$ cat config.mk
export PLATFORM = sky130hd
export DESIGN_NAME = countdown_timer
export DESIGN_NICKNAME = d
export VERILOG_FILES = /design/src/rtl/countdown_timer_pkg.sv /design/src/rtl/countdown_timer_en_divider.sv /design/src/rtl/countdown_timer.sv
export SDC_FILE = /design/constraint.sdc
export NUM_CORES = 1
export LEC_CHECK = 0
export ABC_CLOCK_PERIOD_IN_PS = 2000
export CORE_UTILIZATION = 42
export DETAILED_ROUTE_END_ITERATION = 8
export PLACE_DENSITY = 0.84
export SYNTH_ARGS = -nofsm -noshare
export SYNTH_HDL_FRONTEND = slang
export SYNTH_SLANG_ARGS = --single-unit
$ cat constraint.sdc
create_clock -name clock -period 2 [get_ports clock]
set_input_delay 0.4 -clock clock [delete_from_list [all_inputs] [get_ports clock]]
set_output_delay 0.4 -clock clock [all_outputs]
set_load 0.01 [all_outputs]
$ cat src/rtl/countdown_timer_pkg.sv
// countdown_timer_pkg: shared state encoding and default width for the countdown timer
package countdown_timer_pkg;
  typedef enum logic [1:0] {IDLE, RUN, DONE} countdown_state_t;
  localparam int COUNTDOWN_WIDTH = 5;
endpackage

$ cat src/rtl/countdown_timer_en_divider.sv
// en_divider: emits one step per PRESCALE qualified enables; clear restarts the phase
module en_divider #(
  parameter int PRESCALE = 4
) (
  input  logic clock,
  input  logic reset,
  input  logic clear,
  input  logic en,
  output logic step
);
  localparam int CW = PRESCALE > 1 ? $clog2(PRESCALE) : 1;
  logic [CW-1:0] cnt_q;
  assign step = en && cnt_q == CW'(PRESCALE - 1);
  // count enables, wrapping to zero on the step or on any clear
  always_ff @(posedge clock) begin
    if (reset || clear || step) cnt_q <= '0;
    else if (en) cnt_q <= cnt_q + 1'b1;
  end
endmodule

$ cat src/rtl/countdown_timer.sv
// countdown_timer: enable-driven down-counter with expire pulse, one-shot or auto-reload; COUNTDOWN_PRESCALE_EN adds an enable prescaler
module countdown_timer
  import countdown_timer_pkg::*;
#(
  parameter int WIDTH    = COUNTDOWN_WIDTH,
  parameter int PRESCALE = 4
) (
  input  logic             clock,
  input  logic             reset,
  input  logic             start,
  input  logic             stop,
  input  logic             en,
  input  logic             auto_reload,
  input  logic [WIDTH-1:0] max,
  output logic [WIDTH-1:0] count,
  output logic             expire,
  output logic             busy,
  output logic             done
);
  countdown_state_t state_q;
  logic [WIDTH-1:0] count_q;
  logic expire_q, step, run, zero_hit;
  assign run = state_q == RUN;
  assign zero_hit = run && step && (count_q == WIDTH'(1) || (count_q == '0 && max == '0));
`ifdef COUNTDOWN_PRESCALE_EN
  en_divider #(.PRESCALE(PRESCALE)) u_div (
    .clock(clock),
    .reset(reset),
    .clear(stop || start || zero_hit),
    .en   (en && run),
    .step (step)
  );
`else
  assign step = en && (PRESCALE >= 1);
`endif
  // state, count and expire pulse with priority reset > stop > start > step
  always_ff @(posedge clock) begin
    if (reset) begin
      state_q  <= IDLE;
      count_q  <= '0;
      expire_q <= 1'b0;
    end else begin
      expire_q <= 1'b0;
      if (stop) begin
        state_q <= IDLE;
        count_q <= '0;
      end else if (start) begin
        count_q  <= max;
        state_q  <= max == '0 ? DONE : RUN;
        expire_q <= max == '0;
      end else if (run && step) begin
        if (count_q > WIDTH'(1)) begin
          count_q <= count_q - 1'b1;
        end else if (count_q == WIDTH'(1)) begin
          count_q  <= '0;
          expire_q <= 1'b1;
          state_q  <= auto_reload ? RUN : DONE;
        end else begin
          count_q  <= max;
          expire_q <= max == '0;
          state_q  <= max == '0 ? DONE : RUN;
        end
      end
    end
  end
  assign count  = count_q;
  assign expire = expire_q;
  assign busy   = state_q == RUN;
  assign done   = state_q == DONE;
endmodule
==> After elaboration in Yosys (flattened, before gate mapping) <==
Cells that the tools add are included.
{ "word_totals": {"reg_bits": 8, "elab_cells": 28, "output_inout_bits": 8} }
{ "op_classes": {"reduce_logical": 5, "eq_ne": 4, "n_lt_le_gt_ge": 1, "add_sub_neg": 1, "muxes": 14} }
{ "op_table": {"columns": ["cell", "n"], "rows": [
  ["$mux 5", 4],
  ["$mux 2", 6],
  ["$eq 5x1->1 const B", 1],
  ["$gt 5x1->1 const B", 1],
  ["$logic_not 5->1", 1],
  ["$sub 5x1->5 const B", 1],
  ["$mux 1", 4],
  ["$eq 2x1->1 const B", 1],
  ["$eq 2x2->1 const B", 1],
  ["$ne 2x2->1 const B", 1],
  ["$reduce_and 2->1", 1],
  ["$reduce_bool 2->1", 1],
  ["$reduce_or 2->1", 1],
  ["$logic_and 1x1->1", 1]
]} }

==> Longest topological paths before layout <==
Gate-level depths: netlist of the first run.
{ "logic_depth": {"word_depth": 6, "depth_mapped": 6, "ltp_nobuf": 6} }

==> Worst setup path before layout of the first run <==
No wires, ideal clock.
{ "synth_path": {"kind": "reg-to-reg", "start": "register count_q[1] (netlist: count[1])", "end": "register state_q[1]", "path_buffers": 0, "setup_slack_ns": 0.470, "path_stages_with_launch": 7, "setup_ns": 0.060, "period_less_slack_ns": 1.530, "t_arrival_ns": 1.471, "path_cell_list": "dfxtp_1 inv_1 ha_1 o21bai_1 a31oi_2 o21bai_1 and3_1"} }
{ "synth_between": {"elab_chain_len": 5, "elab_cells_between_ends": 8} }
{ "synth_rtl": {"columns": ["item", "line_no", "source"], "rows": [
  ["start: declaration", "countdown_timer.sv:21", "logic [WIDTH-1:0] count_q;"],
  ["start signal: assignment", "countdown_timer.sv:48", "count_q <= max;"],
  ["start signal: assignment", "countdown_timer.sv:53", "count_q <= count_q - 1'b1;"],
  ["start signal: assignment", "countdown_timer.sv:59", "count_q <= max;"],
  ["branches (longest 5 deep; another with $gt 5x1->1)", null, null],
  ["end signal: assignment", "countdown_timer.sv:49", "state_q <= max == '0 ? DONE : RUN;"],
  ["end signal: assignment", "countdown_timer.sv:57", "state_q <= auto_reload ? RUN : DONE;"],
  ["end signal: assignment", "countdown_timer.sv:61", "state_q <= max == '0 ? DONE : RUN;"],
  ["end: declaration", "countdown_timer.sv:20", "countdown_state_t state_q;"]
]} }
Parallel ways; which one is timed is not known. The select of a mux whose other input is x is not followed.
A chain may end at the register's enable or synchronous reset.

==> Worst setup path in the final report of the first run <==
{ "layout_path": {"start": "register count_q[3] (netlist: count[3])", "end": "output port count[3]"} }
{ "layout_lines": {"columns": ["item", "line_no", "source"], "rows": [
  ["end: declaration", "countdown_timer.sv:15", "output logic [WIDTH-1:0] count,"]
]} }
No word-level cell between the ends.

==> flow_summary.json, run 1 <==
{
  "pwr-share-clk": 0.317,
  "cts.repair.resized": 0,
  "clk_pin_slew_worst_paths_ns": 0.06,
  "wl_um": 1350,
  "synth_area_um2": 549,
  "crit_family": "buffers and inverters",
  "fmax_mhz": 553,
  "end_kind": "output port",
  "portBuffers": 18,
  "slew_headroom": 0.732,
  "grt_pass1_wl_um": 2130,
  "dr.pass1.iters": 5,
  "maxCapViolations": 0,
  "grt_overflow": 0,
  "io_pins": 19,
  "clockBufferDepth": 2,
  "ir_drop_v": 0.000367,
  "die-area_um2": 1460,
  "path_cells": "clkdlybuf4s50_1",
  "leakagePower_nw": 0.285,
  "fp-row-count": 12,
  "antenna_found_initial": 0,
  "setup_viol_count_final": 0,
  "comb_power_share": 0.248,
  "max_stage_delay_ns": 0.61,
  "reg2reg_to": "state_q[1]$_SDFFE_PP0P_",
  "rrSetupSlack_ns": 0.31,
  "cts_made_buffers": 3,
  "hold_violations": 0,
  "worst_pin_slew_ns": 0.401,
  "htreeDepth": 1,
  "switching_share": 0.289,
  "hp-class": "reg2reg",
  "tns_ns": 0,
  "crit_arrival_ns": 1.41,
  "fin_skew_ns": 0.00831,
  "grt_max_degree": 11,
  "r2r_start": "count[1]$_SDFFE_PP0P_",
  "ys_types": 31,
  "final_core_util": 0.662,
  "crit_start": "count[3]$_SDFFE_PP0P_",
  "grtUsageTotal": 0.212,
  "yosys_warnings": 0,
  "cp.depth": 1,
  "via_count": 616,
  "pwr-share-seq": 0.435,
  "power.switching_uw": 118,
  "syn_nets": 81,
  "synthToLayoutAreaGrowth_pct": 39.4,
  "fin_cells": 102,
  "cts_tree": "done",
  "p_per_area_nw_per_um2": 534,
  "crit_type": "reg2out",
  "ys_seq_area_frac": 0.292,
  "avgSynthCellArea_um2": 8.08,
  "clock-sinks": 8,
  "cts_hold_buf": 0,
  "yosys_register_bits": 8,
  "dp_hpwl_um": 1020,
  "grt_pass1_vias": 523,
  "detail-route-antenna-nets": 0,
  "die_h_um": 38.2,
  "drive_gt1_frac": 0.102,
  "drtIter0Drc": 14,
  "crit_path_start_kind": "flop",
  "start_util": 0.475,
  "gp_congestion": 0.838,
  "path_buf_inv": 1,
  "drt-vias-per-instance": 6.04,
  "rsz0062_at_grt": "false",
  "cts_setup_buffers": 0,
  "cp_max_fo": 8,
  "wl_per_cell_um": 13.2,
  "coreArea_um2": 1160,
  "dp_cells": 99,
  "min_period_ns": 1.81,
  "cp.required_ns": 1.60,
  "status": "complete, no violations",
  "cp-endpoint": "count[3]",
  "drv_slew": 0,
  "finalPower_uw": 409,
  "synth_cells": 68,
  "internal_power_uw": 291,
  "drc": 0,
  "layout_common_cells": "clkdlybuf4s50_1, a21oi_1, dfxtp_1",
  "ctsRootBufferMaster": "clkbuf_4",
  "nets": 103,
  "layout_commonest_cell": "clkdlybuf4s50_1",
  "r2r_cells": 6,
  "diodes": 0,
  "die-width_um": 38.2,
  "slowest_stage": "clkdlybuf4s50_1",
  "finalCritPeriodShare": 0.904,
  "clk_latency_ns": 0.27
}
cell families after synthesis:
logic type                 share of synthesized area
and+or+nand+nor                                0.314
AOI/OAI and AO/OA                              0.296
DFF                                            0.292
buffers and inverters                         0.0342
adders and majority gates                     0.0456
muxes                                         0.0182
worst min-delay path by stage:
stage                     slack (ns)                    start  cells past startpoint                       to
after floorplan                 0.46  state_q[0]$_SDFFE_PP0P_                      2  state_q[0]$_SDFFE_PP0P_
after CTS                       0.50  state_q[0]$_SDFFE_PP0P_                      2  state_q[0]$_SDFFE_PP0P_
after global routing            0.53  state_q[0]$_SDFFE_PP0P_                      2  state_q[0]$_SDFFE_PP0P_
after global placement          0.49  state_q[0]$_SDFFE_PP0P_                      2  state_q[0]$_SDFFE_PP0P_
after detailed placement        0.49  state_q[0]$_SDFFE_PP0P_                      2  state_q[0]$_SDFFE_PP0P_
final                           0.49  state_q[0]$_SDFFE_PP0P_                      2  state_q[0]$_SDFFE_PP0P_
flip-flops by register name, summed over array words and instances, names as in the netlist:
| name | flops |
|---|---|
| count | 5 |
| state_q | 2 |
| expire | 1 |
per-layer routing:
metal  global-route usage  wire length (um)
met1                0.242               563
met2                0.360               642
met3               0.0872               133
met4               0.0536                12
met5                    0                 0
synth_stat cells, drive strengths merged:
master / n / area share
a21oi: 8 / 0.073
dfxtp: 8 / 0.29
nor2: 6 / 0.041
o21ai: 6 / 0.055
nor3: 5 / 0.055
inv: 4 / 0.027
a211o: 3 / 0.050
nand2: 3 / 0.020
a31oi: 2 / 0.034
and3: 2 / 0.023
ha: 2 / 0.046
nand2b: 2 / 0.023
nor2b: 2 / 0.023
o21bai: 2 / 0.027
a22oi: 1 / 0.014
a311oi: 1 / 0.016
and2: 1 / 0.011
and3b: 1 / 0.018
clkbuf: 1 / 0.0068
mux2i: 1 / 0.018
nand3b: 1 / 0.014
nor4b: 1 / 0.043
nor4bb: 1 / 0.018
o22ai: 1 / 0.011
o311ai: 1 / 0.016
or2: 1 / 0.011
or4: 1 / 0.014
power by group through the flow:
stage	sequential [mW]	combinational [mW]	clock (mW)
floorplan	0.181	0.0540	0
global placement	0.181	0.0985	0
detailed placement	0.181	0.100	0
CTS	0.178	0.101	0.134
global route	0.179	0.111	0.139
finish	0.178	0.101	0.130
per-stage QoR:
stage / setup WS (ns) / cell area (um^2) / hold slack [ns]
5_1_grt: 0.143 / 766 / 0.532
6_report: 0.192 / 766 / 0.494
3_3_place_gp: 0.187 / 743 / 0.487
4_1_cts: 0.190 / 766 / 0.496
3_5_place_dp: 0.175 / 743 / 0.489
2_1_floorplan: 0.470 / 549 / 0.463
layout make-up:
class                   instances  area (um^2)
repair buffers                 18          180
clock buffers                   3         22.5
fillers                       103          390
well taps                      14         17.5
multi-input cells              55          370
inverters                       4         15.0
flip-flops and latches          8          160
Note: power is estimated with default switching activity, not from simulation.
==> run 2, diff against run 1 <==
--- a/config.mk
+++ b/config.mk
@@ -6,6 +6,7 @@
 export NUM_CORES = 1
 export LEC_CHECK = 0
 export ABC_CLOCK_PERIOD_IN_PS = 2000
+export CAP_MARGIN = 15
 export CORE_UTILIZATION = 42
 export DETAILED_ROUTE_END_ITERATION = 8
 export PLACE_DENSITY = 0.84
==> results of run 2 <==
Same layout as run 1: the final DEF is identical, and so are final timing and power.
